$ cat src/rtl/addr_unit_if.sv
// rtl/addr_unit_if.sv - control/register-file/memory-side bundle for addr_unit
interface addr_unit_if #(
  parameter int DW = 8,
  parameter int AW = 16
);
  logic          rdy;
  logic [2:0]    mode;
  logic          is_write;
  logic [AW-1:0] pc_in;
  logic [DW-1:0] data_in;
  logic          lo_we;
  logic          hi_we;
  logic [DW-1:0] idx_in;
  logic [DW-1:0] sp_in;
  logic [AW-1:0] addr_out;
  logic          stall;
  logic          page_cross;

  modport master (
    output rdy, mode, is_write, pc_in, data_in, lo_we, hi_we, idx_in, sp_in,
    input  addr_out, stall, page_cross
  );

  modport slave (
    input  rdy, mode, is_write, pc_in, data_in, lo_we, hi_we, idx_in, sp_in,
    output addr_out, stall, page_cross
  );
endinterface

$ cat src/rtl/addr_unit.sv
// rtl/addr_unit.sv - registered 6502 address former with indexed page-cross fix-up
module addr_unit #(
  parameter int            DW           = 8,
  parameter int            AW           = 16,
  parameter logic [DW-1:0] STACK_PAGE   = 8'h01,
  parameter logic [DW-1:0] VEC_PAGE     = 8'hFF,
  parameter bit            NMOS_IND_BUG = 1'b1
) (
  input  logic       clk,
  input  logic       rst_n,
  addr_unit_if.slave bus
);

  generate
    if (AW != 2 * DW) begin : g_bad_aw
      $error("addr_unit: AW must equal 2*DW");
    end
  endgenerate

  localparam logic [2:0] M_PC      = 3'd0;
  localparam logic [2:0] M_ZP      = 3'd1;
  localparam logic [2:0] M_ZP_IDX  = 3'd2;
  localparam logic [2:0] M_ABS     = 3'd3;
  localparam logic [2:0] M_ABS_IDX = 3'd4;
  localparam logic [2:0] M_STACK   = 3'd5;
  localparam logic [2:0] M_PTR_HI  = 3'd6;

  localparam logic [0:0] ST_IDLE = 1'b0;
  localparam logic [0:0] ST_FIX  = 1'b1;

  logic [0:0]    state_q, state_d;
  logic [DW-1:0] adl_q, adl_d;
  logic [DW-1:0] adh_q, adh_d;
  logic [DW-1:0] fix_hi_q, fix_hi_d;
  logic [DW-1:0] sum_lo_q, sum_lo_d;

  logic [DW:0]   sum;
  logic          carry;
  logic [AW-1:0] ab;
  logic [AW-1:0] addr_c;
  logic          stall_c;
  logic          pcross_c;

  assign sum   = {1'b0, adl_q} + {1'b0, bus.idx_in};
  assign carry = sum[DW];
  assign ab    = {adh_q, adl_q};

  always_comb begin
    addr_c   = bus.pc_in;
    stall_c  = 1'b0;
    pcross_c = 1'b0;
    if (state_q == ST_FIX) begin
      addr_c = {fix_hi_q, sum_lo_q};
    end else begin
      case (bus.mode)
        M_PC:     addr_c = bus.pc_in;
        M_ZP:     addr_c = {{DW{1'b0}}, adl_q};
        M_ZP_IDX: addr_c = {{DW{1'b0}}, sum[DW-1:0]};
        M_ABS:    addr_c = ab;
        M_ABS_IDX: begin
          addr_c   = {adh_q, sum[DW-1:0]};
          pcross_c = carry;
          stall_c  = carry | bus.is_write;
        end
        M_STACK:  addr_c = {STACK_PAGE, bus.sp_in};
        M_PTR_HI: begin
          // NMOS parts never carry the pointer increment into the high byte
          if (NMOS_IND_BUG) addr_c = {adh_q, adl_q + {{(DW-1){1'b0}}, 1'b1}};
          else              addr_c = ab + {{(AW-1){1'b0}}, 1'b1};
        end
        default:  addr_c = {VEC_PAGE, adl_q};
      endcase
    end
  end

  always_comb begin
    state_d  = state_q;
    adl_d    = adl_q;
    adh_d    = adh_q;
    fix_hi_d = fix_hi_q;
    sum_lo_d = sum_lo_q;
    if (bus.rdy) begin
      if (bus.lo_we) adl_d = bus.data_in;
      if (bus.hi_we) adh_d = bus.data_in;
      if (state_q == ST_FIX) begin
        state_d = ST_IDLE;
      end else if (bus.mode == M_ABS_IDX && (carry || bus.is_write)) begin
        state_d  = ST_FIX;
        fix_hi_d = adh_q + {{(DW-1){1'b0}}, carry};
        sum_lo_d = sum[DW-1:0];
      end
    end
  end

  always_ff @(posedge clk or negedge rst_n) begin
    if (!rst_n) begin
      state_q  <= ST_IDLE;
      adl_q    <= '0;
      adh_q    <= '0;
      fix_hi_q <= '0;
      sum_lo_q <= '0;
    end else begin
      state_q  <= state_d;
      adl_q    <= adl_d;
      adh_q    <= adh_d;
      fix_hi_q <= fix_hi_d;
      sum_lo_q <= sum_lo_d;
    end
  end

  assign bus.addr_out   = addr_c;
  assign bus.stall      = stall_c;
  assign bus.page_cross = pcross_c;

endmodule

$ cat src/flat_wrapper.sv
// flat-port wrapper written by rule: the top's interface ports become plain ports
module addr_unit_flat 
#(
  parameter int            DW           = 8,
  parameter int            AW           = 16,
  parameter logic [DW-1:0] STACK_PAGE   = 8'h01,
  parameter logic [DW-1:0] VEC_PAGE     = 8'hFF,
  parameter bit            NMOS_IND_BUG = 1'b1
)
  (clk, rst_n, bus_rdy, bus_mode, bus_is_write, bus_pc_in, bus_data_in, bus_lo_we, bus_hi_we, bus_idx_in, bus_sp_in, bus_addr_out, bus_stall, bus_page_cross);
  addr_unit_if #(.DW(DW), .AW(AW)) bus_i ();
  input  logic clk;
  input  logic rst_n;
  input wire logic [$bits(bus_i.rdy)-1:0] bus_rdy;
  input wire logic [$bits(bus_i.mode)-1:0] bus_mode;
  input wire logic [$bits(bus_i.is_write)-1:0] bus_is_write;
  input wire logic [$bits(bus_i.pc_in)-1:0] bus_pc_in;
  input wire logic [$bits(bus_i.data_in)-1:0] bus_data_in;
  input wire logic [$bits(bus_i.lo_we)-1:0] bus_lo_we;
  input wire logic [$bits(bus_i.hi_we)-1:0] bus_hi_we;
  input wire logic [$bits(bus_i.idx_in)-1:0] bus_idx_in;
  input wire logic [$bits(bus_i.sp_in)-1:0] bus_sp_in;
  output wire logic [$bits(bus_i.addr_out)-1:0] bus_addr_out;
  output wire logic [$bits(bus_i.stall)-1:0] bus_stall;
  output wire logic [$bits(bus_i.page_cross)-1:0] bus_page_cross;
  assign bus_i.rdy = bus_rdy;
  assign bus_i.mode = bus_mode;
  assign bus_i.is_write = bus_is_write;
  assign bus_i.pc_in = bus_pc_in;
  assign bus_i.data_in = bus_data_in;
  assign bus_i.lo_we = bus_lo_we;
  assign bus_i.hi_we = bus_hi_we;
  assign bus_i.idx_in = bus_idx_in;
  assign bus_i.sp_in = bus_sp_in;
  assign bus_addr_out = bus_i.addr_out;
  assign bus_stall = bus_i.stall;
  assign bus_page_cross = bus_i.page_cross;
  addr_unit #(.DW(DW), .AW(AW), .STACK_PAGE(STACK_PAGE), .VEC_PAGE(VEC_PAGE), .NMOS_IND_BUG(NMOS_IND_BUG)) u_core (.clk(clk), .rst_n(rst_n), .bus(bus_i));
endmodule
$ cat config.mk
export PLATFORM = sky130hd
export DESIGN_NAME = addr_unit_flat
export DESIGN_NICKNAME = d
export VERILOG_FILES = /design/src/rtl/addr_unit_if.sv /design/src/rtl/addr_unit.sv /design/src/flat_wrapper.sv
export SDC_FILE = /design/constraint.sdc
export NUM_CORES = 1
export LEC_CHECK = 0
export ABC_AREA = 1
export CAP_MARGIN = 30
export CORE_MARGIN = 5
export CORE_UTILIZATION = 40
export CTS_CLUSTER_SIZE = 25
export DETAILED_ROUTE_END_ITERATION = 10
export DONT_BUFFER_PORTS = 1
export PLACE_DENSITY = 0.64
export SLEW_MARGIN = 5
export SYNTH_ARGS = -nofsm -noshare
export SYNTH_HDL_FRONTEND = slang
export SYNTH_SLANG_ARGS = --single-unit
$ cat constraint.sdc
create_clock -name clk -period 5.6 [get_ports clk]
set_clock_uncertainty 0.2 [all_clocks]
set_input_delay 0.56 -clock clk [delete_from_list [all_inputs] [get_ports clk]]
set_output_delay 0.56 -clock clk [all_outputs]
set_load 0.02 [all_outputs]
**Yosys cells after proc, flatten, opt, wreduce, memory -nomap -nowiden**

Index checks and enable logic that the tools add are counted.
Widths: inputs -> output; s select.

- Register bits after elaboration: 33
- Bits of input ports: 49
- Output and inout port bits: 18

- Add/sub/neg operators: 3
- Equal/unequal tests: 6
- Mux-type cells: 8
- Bitwise gates (word level): 2
- Reductions and logical operators: 6

Operator list:

| kind | count |
|---|---|
| $pmux 16 s7 | 1 |
| $mux 16 | 1 |
| $add 8x8->9 | 1 |
| $eq 3x3->1 const B | 3 |
| $add 8x1->8 | 1 |
| $add 8x1->8 const B | 1 |
| $eq 3x2->1 const B | 2 |
| $mux 1 | 6 |
| $reduce_and 2->1 | 2 |
| $eq 3x1->1 const B | 1 |
| $logic_not 3->1 | 1 |
| $reduce_and 3->1 | 1 |
| $logic_and 1x1->1 | 1 |
| $logic_or 1x1->1 | 1 |
| $not 1->1 | 1 |
| $or 1x1->1 | 1 |

**Logic depth before layout (Yosys ltp)**

- Depth after elaboration: 5
- Gate-level depth with buffers: 14
- Depth with buffers taken out: 14

**Least setup slack after synthesis**

Ideal clock, no wire load.

- Path type: input -> output
- Start point: input bus_idx_in[0]
- End point: output bus_addr_out[6]
- Arrival: 1.832 ns
- Data required time: 4.840 ns
- Path slack: 3.008 ns
- Stages on the path: 11
- Cell sequence: ha_1 fa_1 nand2_1 nand2_1 nand3b_1 nand2_1 nand2_1 nand3_1 nand2_1 nand2_1 nand2_1

- Word-level cells in the longest chain between the ends: 3

RTL lines:

| item | RTL line | source |
|---|---|---|
| from (decl) | flat_wrapper.sv:21 | `input wire logic [$bits(bus_i.idx_in)-1:0] bus_idx_in;` |
| $add 8x8->9 | addr_unit.sv:44 | `assign sum = {1'b0, adl_q} + {1'b0, bus.idx_in};` |
| $pmux 16 s7 | addr_unit.sv:55 | `case (bus.mode)` |
| $mux 16 | addr_unit.sv:52 | `if (state_q == ST_FIX) begin` |
| to (decl) | flat_wrapper.sv:23 | `output wire logic [$bits(bus_i.addr_out)-1:0] bus_addr_out;` |

Every way passes these cells.

**Worst setup path in the final report**

- Start point: register u_core.adl_q[0]
- End point: output bus_addr_out[4]

- Word-level cells in the longest chain between the ends: 3

RTL lines:

| item | RTL line | source |
|---|---|---|
| from (decl) | addr_unit.sv:32 | `logic [DW-1:0] adl_q, adl_d;` |
| from (signal assigned) | addr_unit.sv:104 | `adl_q <= adl_d;` |
| $add 8x1->8 or $add 8x8->9 (tied branches) | addr_unit.sv:68, addr_unit.sv:44 |  |
| $pmux 16 s7 (*) | addr_unit.sv:55 |  |
| $mux 16 (*) | addr_unit.sv:52 |  |

Mark *: on every way between the ends. The rest lies on a longest branch, timed or not.

==> run metrics <==
run status complete, no violations; slew margin rel. 53.4%; minimum clock period 2990 ps; Psw 0.334 mW; critical path startpoint category flop; top cells by count, synth nand2_1 (133), inv_1 (47), nand3_1 (40); Port Buffer Count 0; clk buf depth 2; critical path class flop to output pin; Mapped Cells 400; global routing usage on met3 4.99%; via-per-instance ratio 5.19; post-route ant nets 0; DRT iter0 DRCs 238; Slew Limit Fails 0; M1 GR Usage 23.2%; ys flop type dfrtp_1; CP top delay family adder cells; RSZ-0062 raised after global routing false; Area growth, synth to finish 6.70%; FMAX 334 MHz; post-route DRC violation count 0; largest net degree at the start of global routing 34; detailed-route wire length per cell 15.4 um; CP Cell Sequence ha_1 -> fa_1 -> nand2_1 -> nand2_1 -> nand2_1 -> xnor2_1 -> nand2_1 -> nand3_1 -> nand2_1 -> nand2_1; final core occ 44.3%; Detailed Routing Iterations Pass 1 4; Clock Pin Slew Worst Setup and Hold Paths 80 ps; Initial Util 41.6%; Leakage 1.53 nW; Slew @ Worst Pin 692 ps; clock network fraction of design power 27.9%; Root Buffer clkbuf_8; layout cells sized above 1 10.8%; Placed Cells 467; Post-synth EDFFs 0; Synth cell types 36; clock sinks 33; Pwr per Cell Area 306 nW/um^2; peak supply drop 0.000207 V; final std cells w/o fill 477; Synth Register Bits 33; Syn Area/Cell 6.67 sq um; Mapped Nets 461; Area contributors post-synth dfrtp_1 (31%), nand2_1 (19%), nand3_1 (7.5%); combinational power share 31.7%; most used routing layer met2; initial antenna violation count 0; Setup crit end kind output pin; via count 2474; core area 6420 sq um; Antenna diodes 0; CP arrival 2230 ps; sequential fraction of design power 40.4%; cell at the slowest stage of the critical path dfrtp_1; post-route setup TNS 0 ps; Final nets 460; total length of routed wires 7330 um; Post-synth ARST share 100%; Congestion Overflow GR 0; # IOs 67; leading area contributor after synthesis dfrtp_1; dpl ws 2850 ps; vias in the first global route 2255; total chip power 0.872 mW; internal power 0.538 mW; total track usage 17.7%; GPL Wtd Cong 0.853; Final Cycle Share 53.4%; Switching Share 38.3%; cts repair resizes 0; synth warn 0; most frequent cell after synthesis nand2_1; Hold Violations, Final 0; Post-DP HPWL 5670 um; Worst EP required 4840 ps; Total Die Area 8410 sq um; Setup WS post-layout 2610 ps; first-pass GRT wire length 11700 um; Post-Syn Area 2670 sq um; largest fanout on the critical path 7; number of max-cap violations 0; CTS H-tree lvls 2; CP max stage delay 470 ps; total CTS buffers 5; top cell type's share of synthesized area 30.9%; final setup fails 0; latest clock arrival within the worst-skew pair 290 ps; Row Count 29; Tightest Hold Check Type input port to flop; M2 GR Usage 29.5%; Die X 91.7 um; post-synthesis sequential area ratio 30.9%; Die H 91.7 um; CTS tree yes; Buf/Inv on CP 0; CP dominant cell by count nand2_1
==> layout make-up <==
type	count	area, sq um
Fill cell	677	3570
Multi-Input combinational cell	309	1600
Sequential cell	33	826
Inverter	48	180
Tap cell	77	96.3
Clock buffer	6	82.6
Clock inverter	2	37.5
Timing Repair Buffer	2	30.0
==> cells in the final DEF, fill, tap and decap left out, drive strengths merged, types with 2 or more instances in the layout <==
cell type	count
nand2	158
inv	48
nand3	40
dfrtp	33
o21ai	33
nor2	25
a21oi	19
ha	11
xor2	7
clkbuf	6
o21bai	2
a31oi	2
nand3b	2
or2	2
==> sequential cells by signal, summed over array words and instances (netlist names) <==
signal / cells
u_core.fix_hi_q: 8
u_core.adl_q: 8
u_core.state_q: 1
u_core.adh_q: 8
u_core.sum_lo_q: 8
==> logic make-up (layout without fill, tap and decap cells) <==
kind of cell | count (synthesis) | count (layout) | share of synthesized area [%]
fa+ha+maj | 12 | 12 | 5.91
compound gates | 58 | 58 | 11.8
flops | 33 | 33 | 30.9
xor+xnor | 8 | 8 | 2.63
simple gates | 230 | 230 | 39.1
mux | 1 | 1 | 0.375
buf+inv | 58 | 58 | 9.28
==> repair_timing <==
action,4_1_cts,5_1_grt
setup buffers,0,0
hold buffers,2,0
endpoints found under the hold margin,33,0
==> path summary, 6_finish.rpt <==
kind	endpoint	slack [ps]	start	cells after the start
min reg2reg	u_core.fix_hi_q[6]$_DFFE_PN0P_	270	u_core.fix_hi_q[6]$_DFFE_PN0P_	2
max reg2reg	u_core.fix_hi_q[7]$_DFFE_PN0P_	2940	u_core.adl_q[5]$_DFFE_PN0P_	13
max	bus_addr_out[4]	2610	u_core.adl_q[0]$_DFFE_PN0P_	10
min in group asynchronous	u_core.sum_lo_q[2]$_DFFE_PN0P_	500	rst_n	2
max in group asynchronous	u_core.sum_lo_q[7]$_DFFE_PN0P_	4520	rst_n	2
min	u_core.state_q$_DFFE_PN0P_	130	bus_rdy	1
==> power groups by stage <==
stage	registers (mW)	logic [mW]	clock network, mW
finish	0.352	0.276	0.243
global route	0.361	0.315	0.258
CTS	0.351	0.279	0.248
detailed placement	0.356	0.271	0
global placement	0.355	0.265	0
floorplan	0.337	0.233	0
==> per-layer routing <==
layer,share of wire [%],vias up
li1,-,1271
met1,45,1123
met2,47,75
met3,7.4,5
met4,0.52,0
met5,0,-
==> worst register-to-register path, stage by stage (launching register included) <==
cell     delay, ps
dfrtp_1        520
ha_1           470
a21oi_2        110
nor2_1         120
nor2_2          50
nand2_2        100
ha_1           180
nand3_1        130
nor3_1         340
nand2_1         90
nand2_1         70
nand2_1         40
nand3_1         80
nand2_2         50
==> stage by stage <==
stage,instance area (sq um),hold WS (ps)
final,2850,135
after global routing,2850,127
after CTS,2850,123
after detailed placement,2700,65.4
after global placement,2700,65.7
after floorplan,2670,64.4
Power figures use the tool's default switching activity.
